--- src/rtl/mips_pkg.sv ---
// Shared MIPS constants for the EX-stage mul/div sequencer, alu_control and the decoder.
// Holds the 2-bit mul/div op encodings, the sequencer state codes and the R-type function codes.
package mips_pkg;

  // Mul/div op as decoded from the function field
  localparam logic [1:0] MULDIV_OP_MULT  = 2'b00;
  localparam logic [1:0] MULDIV_OP_MULTU = 2'b01;
  localparam logic [1:0] MULDIV_OP_DIV   = 2'b10;
  localparam logic [1:0] MULDIV_OP_DIVU  = 2'b11;

  // Sequencer states: IDLE -> CALC -> FIX -> IDLE
  localparam logic [1:0] ST_IDLE = 2'd0;
  localparam logic [1:0] ST_CALC = 2'd1;
  localparam logic [1:0] ST_FIX  = 2'd2;

  // R-type function codes
  localparam logic [5:0] FUNC_MFHI  = 6'h10;
  localparam logic [5:0] FUNC_MFLO  = 6'h12;
  localparam logic [5:0] FUNC_MULT  = 6'h18;
  localparam logic [5:0] FUNC_MULTU = 6'h19;
  localparam logic [5:0] FUNC_DIV   = 6'h1A;
  localparam logic [5:0] FUNC_DIVU  = 6'h1B;

  // Bit 1 of the op selects divide, bit 0 selects unsigned
  function automatic logic muldiv_is_div(input logic [1:0] op);
    return op[1];
  endfunction

  function automatic logic muldiv_is_signed(input logic [1:0] op);
    return ~op[0];
  endfunction

endpackage

--- src/rtl/muldiv_step.sv ---
// One iteration of the mul/div datapath, purely combinational.
//  is_div_i   : 1 = restoring divide step, 0 = shift-add multiply step
//  acc_i/o    : accumulator (product high half / partial remainder)
//  opnd_i/o   : operand register (multiplier shifting into product low half / dividend shifting into quotient)
//  addend_i   : multiplicand / divisor magnitude, constant over the operation
module muldiv_step #(
  parameter int unsigned DATA_W = 32
) (
  input  logic              is_div_i,
  input  logic [DATA_W-1:0] acc_i,
  input  logic [DATA_W-1:0] opnd_i,
  input  logic [DATA_W-1:0] addend_i,
  output logic [DATA_W-1:0] acc_o,
  output logic [DATA_W-1:0] opnd_o
);

  logic [DATA_W:0] sum;
  logic [DATA_W:0] mul_acc;
  logic [DATA_W:0] rem_sh;
  logic [DATA_W:0] diff;

  always_comb begin
    sum     = {1'b0, acc_i} + {1'b0, addend_i};
    mul_acc = opnd_i[0] ? sum : {1'b0, acc_i};
    rem_sh  = {acc_i, opnd_i[DATA_W-1]};
    diff    = rem_sh - {1'b0, addend_i};
    acc_o   = acc_i;
    opnd_o  = opnd_i;
    if (is_div_i) begin
      // Top bit of diff set means the trial subtract borrowed: keep the shifted remainder
      if (!diff[DATA_W]) begin
        acc_o  = diff[DATA_W-1:0];
        opnd_o = {opnd_i[DATA_W-2:0], 1'b1};
      end else begin
        acc_o  = rem_sh[DATA_W-1:0];
        opnd_o = {opnd_i[DATA_W-2:0], 1'b0};
      end
    end else begin
      // Shift {carry, acc, opnd} right by one; the product fills opnd from the top
      acc_o  = mul_acc[DATA_W:1];
      opnd_o = {mul_acc[0], opnd_i[DATA_W-1:1]};
    end
  end

endmodule

--- src/rtl/ex_muldiv_ctrl.sv ---
// Iterative MULT/MULTU/DIV/DIVU sequencer beside the EX-stage ALU; owns HI/LO and stalls the
// front of the pipeline while busy.
//  clk, reset          : clock, asynchronous active-high reset
//  i_start, i_op       : mul/div in EX this cycle, op encoding (MULDIV_OP_*)
//  i_operand_a/b       : rs / rt values
//  i_hilo_read         : MFHI/MFLO in EX this cycle
//  i_flush             : squash the in-flight operation
//  o_busy, o_stall     : sequencer not idle, freeze PC/IF/ID/EX (combinational)
//  o_done              : one-cycle pulse when HI/LO take a new result
//  o_hi, o_lo          : HI / LO registers
module ex_muldiv_ctrl
  import mips_pkg::*;
#(
  parameter int unsigned DATA_W = 32,
  parameter int unsigned CNT_W  = 6
) (
  input  logic              clk,
  input  logic              reset,
  input  logic              i_start,
  input  logic [1:0]        i_op,
  input  logic [DATA_W-1:0] i_operand_a,
  input  logic [DATA_W-1:0] i_operand_b,
  input  logic              i_hilo_read,
  input  logic              i_flush,
  output logic              o_busy,
  output logic              o_stall,
  output logic              o_done,
  output logic [DATA_W-1:0] o_hi,
  output logic [DATA_W-1:0] o_lo
);

  localparam logic [CNT_W-1:0] CNT_LAST = CNT_W'(DATA_W - 1);

  logic [1:0]        state_q, state_d;
  logic [CNT_W-1:0]  cnt_q, cnt_d;
  logic              is_div_q, is_div_d;
  logic              sign_a_q, sign_a_d;
  logic              sign_b_q, sign_b_d;
  logic              div0_q, div0_d;
  logic [DATA_W-1:0] acc_q, acc_d;
  logic [DATA_W-1:0] opnd_q, opnd_d;
  logic [DATA_W-1:0] addend_q, addend_d;
  logic [DATA_W-1:0] hi_q, hi_d;
  logic [DATA_W-1:0] lo_q, lo_d;
  logic              done_q, done_d;
  logic              busy_q;

  logic [DATA_W-1:0]   step_acc, step_opnd;
  logic                op_div, op_signed, neg_res;
  logic [2*DATA_W-1:0] prod, prod_fix;
  logic [DATA_W-1:0]   quot_fix, rem_fix, a_raw;

  muldiv_step #(.DATA_W(DATA_W)) u_step (
    .is_div_i (is_div_q),
    .acc_i    (acc_q),
    .opnd_i   (opnd_q),
    .addend_i (addend_q),
    .acc_o    (step_acc),
    .opnd_o   (step_opnd)
  );

  // Next-state, datapath load/iterate and signed fix-up
  always_comb begin
    state_d  = state_q;
    cnt_d    = cnt_q;
    is_div_d = is_div_q;
    sign_a_d = sign_a_q;
    sign_b_d = sign_b_q;
    div0_d   = div0_q;
    acc_d    = acc_q;
    opnd_d   = opnd_q;
    addend_d = addend_q;
    hi_d     = hi_q;
    lo_d     = lo_q;
    done_d   = 1'b0;

    op_div    = muldiv_is_div(i_op);
    op_signed = muldiv_is_signed(i_op);

    // Sign flags are zero for unsigned ops, so the fix-up below is a no-op for them
    neg_res  = sign_a_q ^ sign_b_q;
    prod     = {acc_q, opnd_q};
    prod_fix = neg_res ? -prod : prod;
    quot_fix = neg_res ? -opnd_q : opnd_q;
    rem_fix  = sign_a_q ? -acc_q : acc_q;
    // Divide-by-zero never iterates, so opnd still holds |a|; rebuild the raw operand
    a_raw    = sign_a_q ? -opnd_q : opnd_q;

    case (state_q)
      ST_IDLE: begin
        if (i_start && !i_flush) begin
          is_div_d = op_div;
          sign_a_d = op_signed & i_operand_a[DATA_W-1];
          sign_b_d = op_signed & i_operand_b[DATA_W-1];
          acc_d    = '0;
          opnd_d   = (op_signed & i_operand_a[DATA_W-1]) ? -i_operand_a : i_operand_a;
          addend_d = (op_signed & i_operand_b[DATA_W-1]) ? -i_operand_b : i_operand_b;
          cnt_d    = '0;
          div0_d   = op_div && (i_operand_b == '0);
          state_d  = (op_div && (i_operand_b == '0)) ? ST_FIX : ST_CALC;
        end
      end
      ST_CALC: begin
        if (i_flush) begin
          state_d = ST_IDLE;
        end else begin
          acc_d  = step_acc;
          opnd_d = step_opnd;
          cnt_d  = cnt_q + CNT_W'(1);
          if (cnt_q == CNT_LAST) state_d = ST_FIX;
        end
      end
      ST_FIX: begin
        state_d = ST_IDLE;
        if (!i_flush) begin
          done_d = 1'b1;
          if (div0_q) begin
            hi_d = a_raw;
            lo_d = '1;
          end else if (is_div_q) begin
            hi_d = rem_fix;
            lo_d = quot_fix;
          end else begin
            hi_d = prod_fix[2*DATA_W-1:DATA_W];
            lo_d = prod_fix[DATA_W-1:0];
          end
        end
      end
      default: state_d = ST_IDLE;
    endcase
  end

  // State and datapath registers
  always_ff @(posedge clk or posedge reset) begin
    if (reset) begin
      state_q  <= ST_IDLE;
      cnt_q    <= '0;
      is_div_q <= 1'b0;
      sign_a_q <= 1'b0;
      sign_b_q <= 1'b0;
      div0_q   <= 1'b0;
      acc_q    <= '0;
      opnd_q   <= '0;
      addend_q <= '0;
      hi_q     <= '0;
      lo_q     <= '0;
      done_q   <= 1'b0;
      busy_q   <= 1'b0;
    end else begin
      state_q  <= state_d;
      cnt_q    <= cnt_d;
      is_div_q <= is_div_d;
      sign_a_q <= sign_a_d;
      sign_b_q <= sign_b_d;
      div0_q   <= div0_d;
      acc_q    <= acc_d;
      opnd_q   <= opnd_d;
      addend_q <= addend_d;
      hi_q     <= hi_d;
      lo_q     <= lo_d;
      done_q   <= done_d;
      busy_q   <= (state_d != ST_IDLE);
    end
  end

  assign o_busy  = busy_q;
  assign o_stall = busy_q & (i_start | i_hilo_read);
  assign o_done  = done_q;
  assign o_hi    = hi_q;
  assign o_lo    = lo_q;

endmodule

--- config.mk ---
export PLATFORM = sky130hd
export DESIGN_NAME = ex_muldiv_ctrl
export DESIGN_NICKNAME = d
export VERILOG_FILES = /design/src/rtl/mips_pkg.sv /design/src/rtl/muldiv_step.sv /design/src/rtl/ex_muldiv_ctrl.sv
export SDC_FILE = /design/constraint.sdc
export NUM_CORES = 1
export LEC_CHECK = 0
export ABC_AREA = 1
export CAP_MARGIN = 20
export CORE_MARGIN = 1
export CORE_UTILIZATION = 35
export DETAILED_ROUTE_END_ITERATION = 10
export GPL_TIMING_DRIVEN = 0
export SYNTH_ARGS = -nofsm -noshare
export SYNTH_HDL_FRONTEND = slang
export SYNTH_SLANG_ARGS = --single-unit
export TNS_END_PERCENT = 100
--- constraint.sdc ---
create_clock -name clk -period 5.5 [get_ports clk]
set_input_delay 1.1 -clock clk [delete_from_list [all_inputs] [get_ports clk]]
set_output_delay 1.1 -clock clk [all_outputs]
set_load 0.02 [all_outputs]
==> run metrics <==
status finished, final reports clean; worst-skew pair later-pin latency 510 ps; Vias 20,100; total setup buffers inserted after CTS 0; Max Fclk 266.7 MHz; CTS Buf Count 17; worst path cell trace buf_6 -> inv_6 -> clkbuf_1 -> ha_1 -> inv_1 -> nor2_4 -> nand2_1 -> nor2_2 -> nand2_2 -> nor2_1 -> nand3_2 -> nand2_2 -> nand2_1 -> o21ai_0 -> nand2_1; Vert. Die Dim 225.8 um; Final Cycle Share 68.19%; Final setup viols 0; Root Buffer clkbuf_16; area of the mapped netlist 17,530 um2; Netlist cell types 53; R2R Setup Slk 1750 ps; Critical Path End o_hi[16]$_DFFE_PP0P_; Pre-Repair DR Iteration Count 8; hold crit path type register to register; global route total overflow 0; # port buffers 137; Final ANT Viol Nets 0; post-cts resize count 0; Power Dens Cells 458.1 nW/um2; DRC viols 0; first-pass GRT wire length 112.9 mm; Syn Area/Cell 5.888 um2; worst r2r path cells 15; core region area 49,150 um2; LEAKAGE 10.26 nW; min-delay src o_lo[27]$_DFFE_PP0P_; largest net degree at the start of global routing 40; io pins 138; #FFs+latches synth 174; num rows 81; vias in the first global route 19,000; Crit Reg-Reg Endpoint o_hi[16]$_DFFE_PP0P_; startpoint types register; Tmin final 3750 ps; Max Cap Viol 0; Worst Tran Pin Value 1062 ps; register area share after synthesis 24.83%; nets@finish 3,280; Net Count, Synth 3,120; DRT iter0 DRCs 1,890; Post-DP HPWL 61.38 mm; Max FO, Critical Path 10; Clock Path Buffers 2; final-report hold violation count 0; CP peak stage delay 590 ps; Worst EP arrival 4120 ps; Crit-path slowest cell clkbuf_1; Total Routed Length 74.23 mm; Synth Warn # 0; RR Startpoint opnd_q[0]$_DFFE_PP0P_; GPL Wtd Cong 1.015; CP Capture Type register; Die Width 225.8 um; Post-CTS Hold Buffers 0; layout cells sized above 1 3.523%; RSZ-0062 raised after global routing false; CTS H-tree depth 4; CTS tree done; WL per Instance 19.45 um; most used cell, CP nand2_1; Total GRT Usage 29.61%; setup tns final 0 ps; Critical path origin opnd_q[0]$_DFFE_PP0P_; Max VDD drop 241.3 uV; fillers 5,470; final max-slew violation count 0; Starting Density 35.67%; Vias/cell 5.267; Clock Skew 12.49 ps; Clock Sink Count 174; area grow syn2layout 16.59%; Die ar. 50,990 um2; initial antenna violation count 0; final hold slack 494.0 ps; Slew HR 28.52%; Synth Instances 2,978; CP required 5870 ps; Clock Pin Slew Worst Setup and Hold Paths 70 ps; CP Class register to register
## worst min path at each step
stage	end	slack, ps	cells after the start
after floorplan	sign_b_q$_DFFE_PP0P_	470	2
after global placement	o_lo[27]$_DFFE_PP0P_	480	1
after detailed placement	o_lo[27]$_DFFE_PP0P_	480	1
after CTS	o_lo[27]$_DFFE_PP0P_	500	1
after global routing	o_lo[21]$_DFFE_PP0P_	530	1
final	o_lo[27]$_DFFE_PP0P_	490	1
## per-stage QoR
stage | power, mW | instances | setup WS [ps] | cell area (um2) | utilization, %
after detailed placement | 7.902 | 3783 | 1797 | 19820 | 40.32
after global placement | 7.891 | 3779 | 479.0 | 19740 | 40.16
after floorplan | 5.964 | 2978 | 2175 | 17540 | -
after global routing | 10.11 | 3815 | 1584 | 20440 | 41.58
after CTS | 9.254 | 3815 | 1860 | 20440 | 41.58
final | 9.366 | 3816 | 1750 | 20440 | 41.59
## critical path, delay by kind of cell (launching register included)
kind	cells	cell delay, ps
buf+inv	4	960
simple gates	9	1560
fa+ha+maj	1	270
compound gates	1	430
flops	1	380
## per-layer routing
layer	track usage, %	share of wire [%]	vias to the layer above	wire length (um)
li1	-	-	9914	-
met4	14.26	4.3	0	3216
met2	49.19	46	802	34340
met5	0	0	-	0
met3	4.424	6.3	166	4649
met1	37.39	43	9216	32030
## cell type report
| type | instances | area, um2 | area share (%) |
|---|---|---|---|
| multi-input combinational | 2279 | 11130 | 54.47 |
| sequential | 174 | 4354 | 21.30 |
| inverter | 422 | 1593 | 7.792 |
| timing repair buffer | 141 | 1451 | 7.100 |
| tap | 664 | 830.8 | 4.064 |
| buffer | 103 | 455.4 | 2.228 |
| clock buffer | 18 | 439.2 | 2.148 |
| clock inverter | 14 | 181.4 | 0.8875 |
| antenna | 1 | 2.502 | 0.01224 |
## flip-flops by register name, indices dropped and copies added, names as in the netlist
register,cells
acc_q,32
addend_q,32
cnt_q,6
div0_q,1
is_div_q,1
o_busy,1
o_done,1
o_hi,32
o_lo,32
opnd_q,32
sign_a_q,1
sign_b_q,1
state_q,2
## Yosys cell counts (all sizes together)
cell type,instances,area [um2]
a2111oi,1,8.760
a211oi,7,52.55
a21boi,2,15.02
a21o,4,30.03
a21oi,231,1160
a221oi,1,8.760
a22oi,38,285.3
a2bb2oi,2,17.52
a31oi,1,6.260
and2,3,18.77
and3,5,31.28
buf,30,180.2
clkbuf,73,275.3
clkinv,7,26.28
dfrtp,174,4354
fa,2,40.04
ha,69,863.3
inv,415,1563
nand2,986,3749
nand3,242,1229
nand3b,12,90.09
nand4,27,168.9
nor2,290,1159
nor3,31,155.2
nor4,6,37.54
o2111ai,1,8.760
o211ai,6,45.04
o21a,8,60.06
o21ai,194,978.4
o21bai,9,67.56
o22a,17,148.9
o22ai,8,50.05
o31ai,3,22.52
o32a,1,10.01
o41ai,1,8.760
or2,4,25.02
or3,1,6.260
xnor2,19,166.4
xor2,47,411.6
## power by group
group / switching (mW) / leakage (nW) / internal [mW]
registers: 0.542 / 2.27 / 1.50
clock network: 0.600 / 0.295 / 0.731
logic: 4.13 / 7.70 / 1.86
## cell usage in the layout (no fill, tap or decap), drive strengths merged, types with 27 or more instances in the layout
cell type / count
nand2: 986
inv: 417
nor2: 290
nand3: 242
a21oi: 231
o21ai: 194
dfrtp: 174
clkdlybuf4s50: 137
clkbuf: 91
ha: 69
xor2: 47
a22oi: 38
buf: 34
nor3: 31
nand4: 27
## cell families after synthesis
group                    count (synthesis)  share of synthesized area, %
AO/OA/AOI/OAI                          535                         17.02
XOR/XNOR                                66                         3.297
adder cells (fa/ha/maj)                 71                         5.152
buffers and inverters                  525                         11.66
flip-flops                             174                         24.83
AND/OR/NAND/NOR                       1607                         38.04
(Power assumes the default switching activity.)
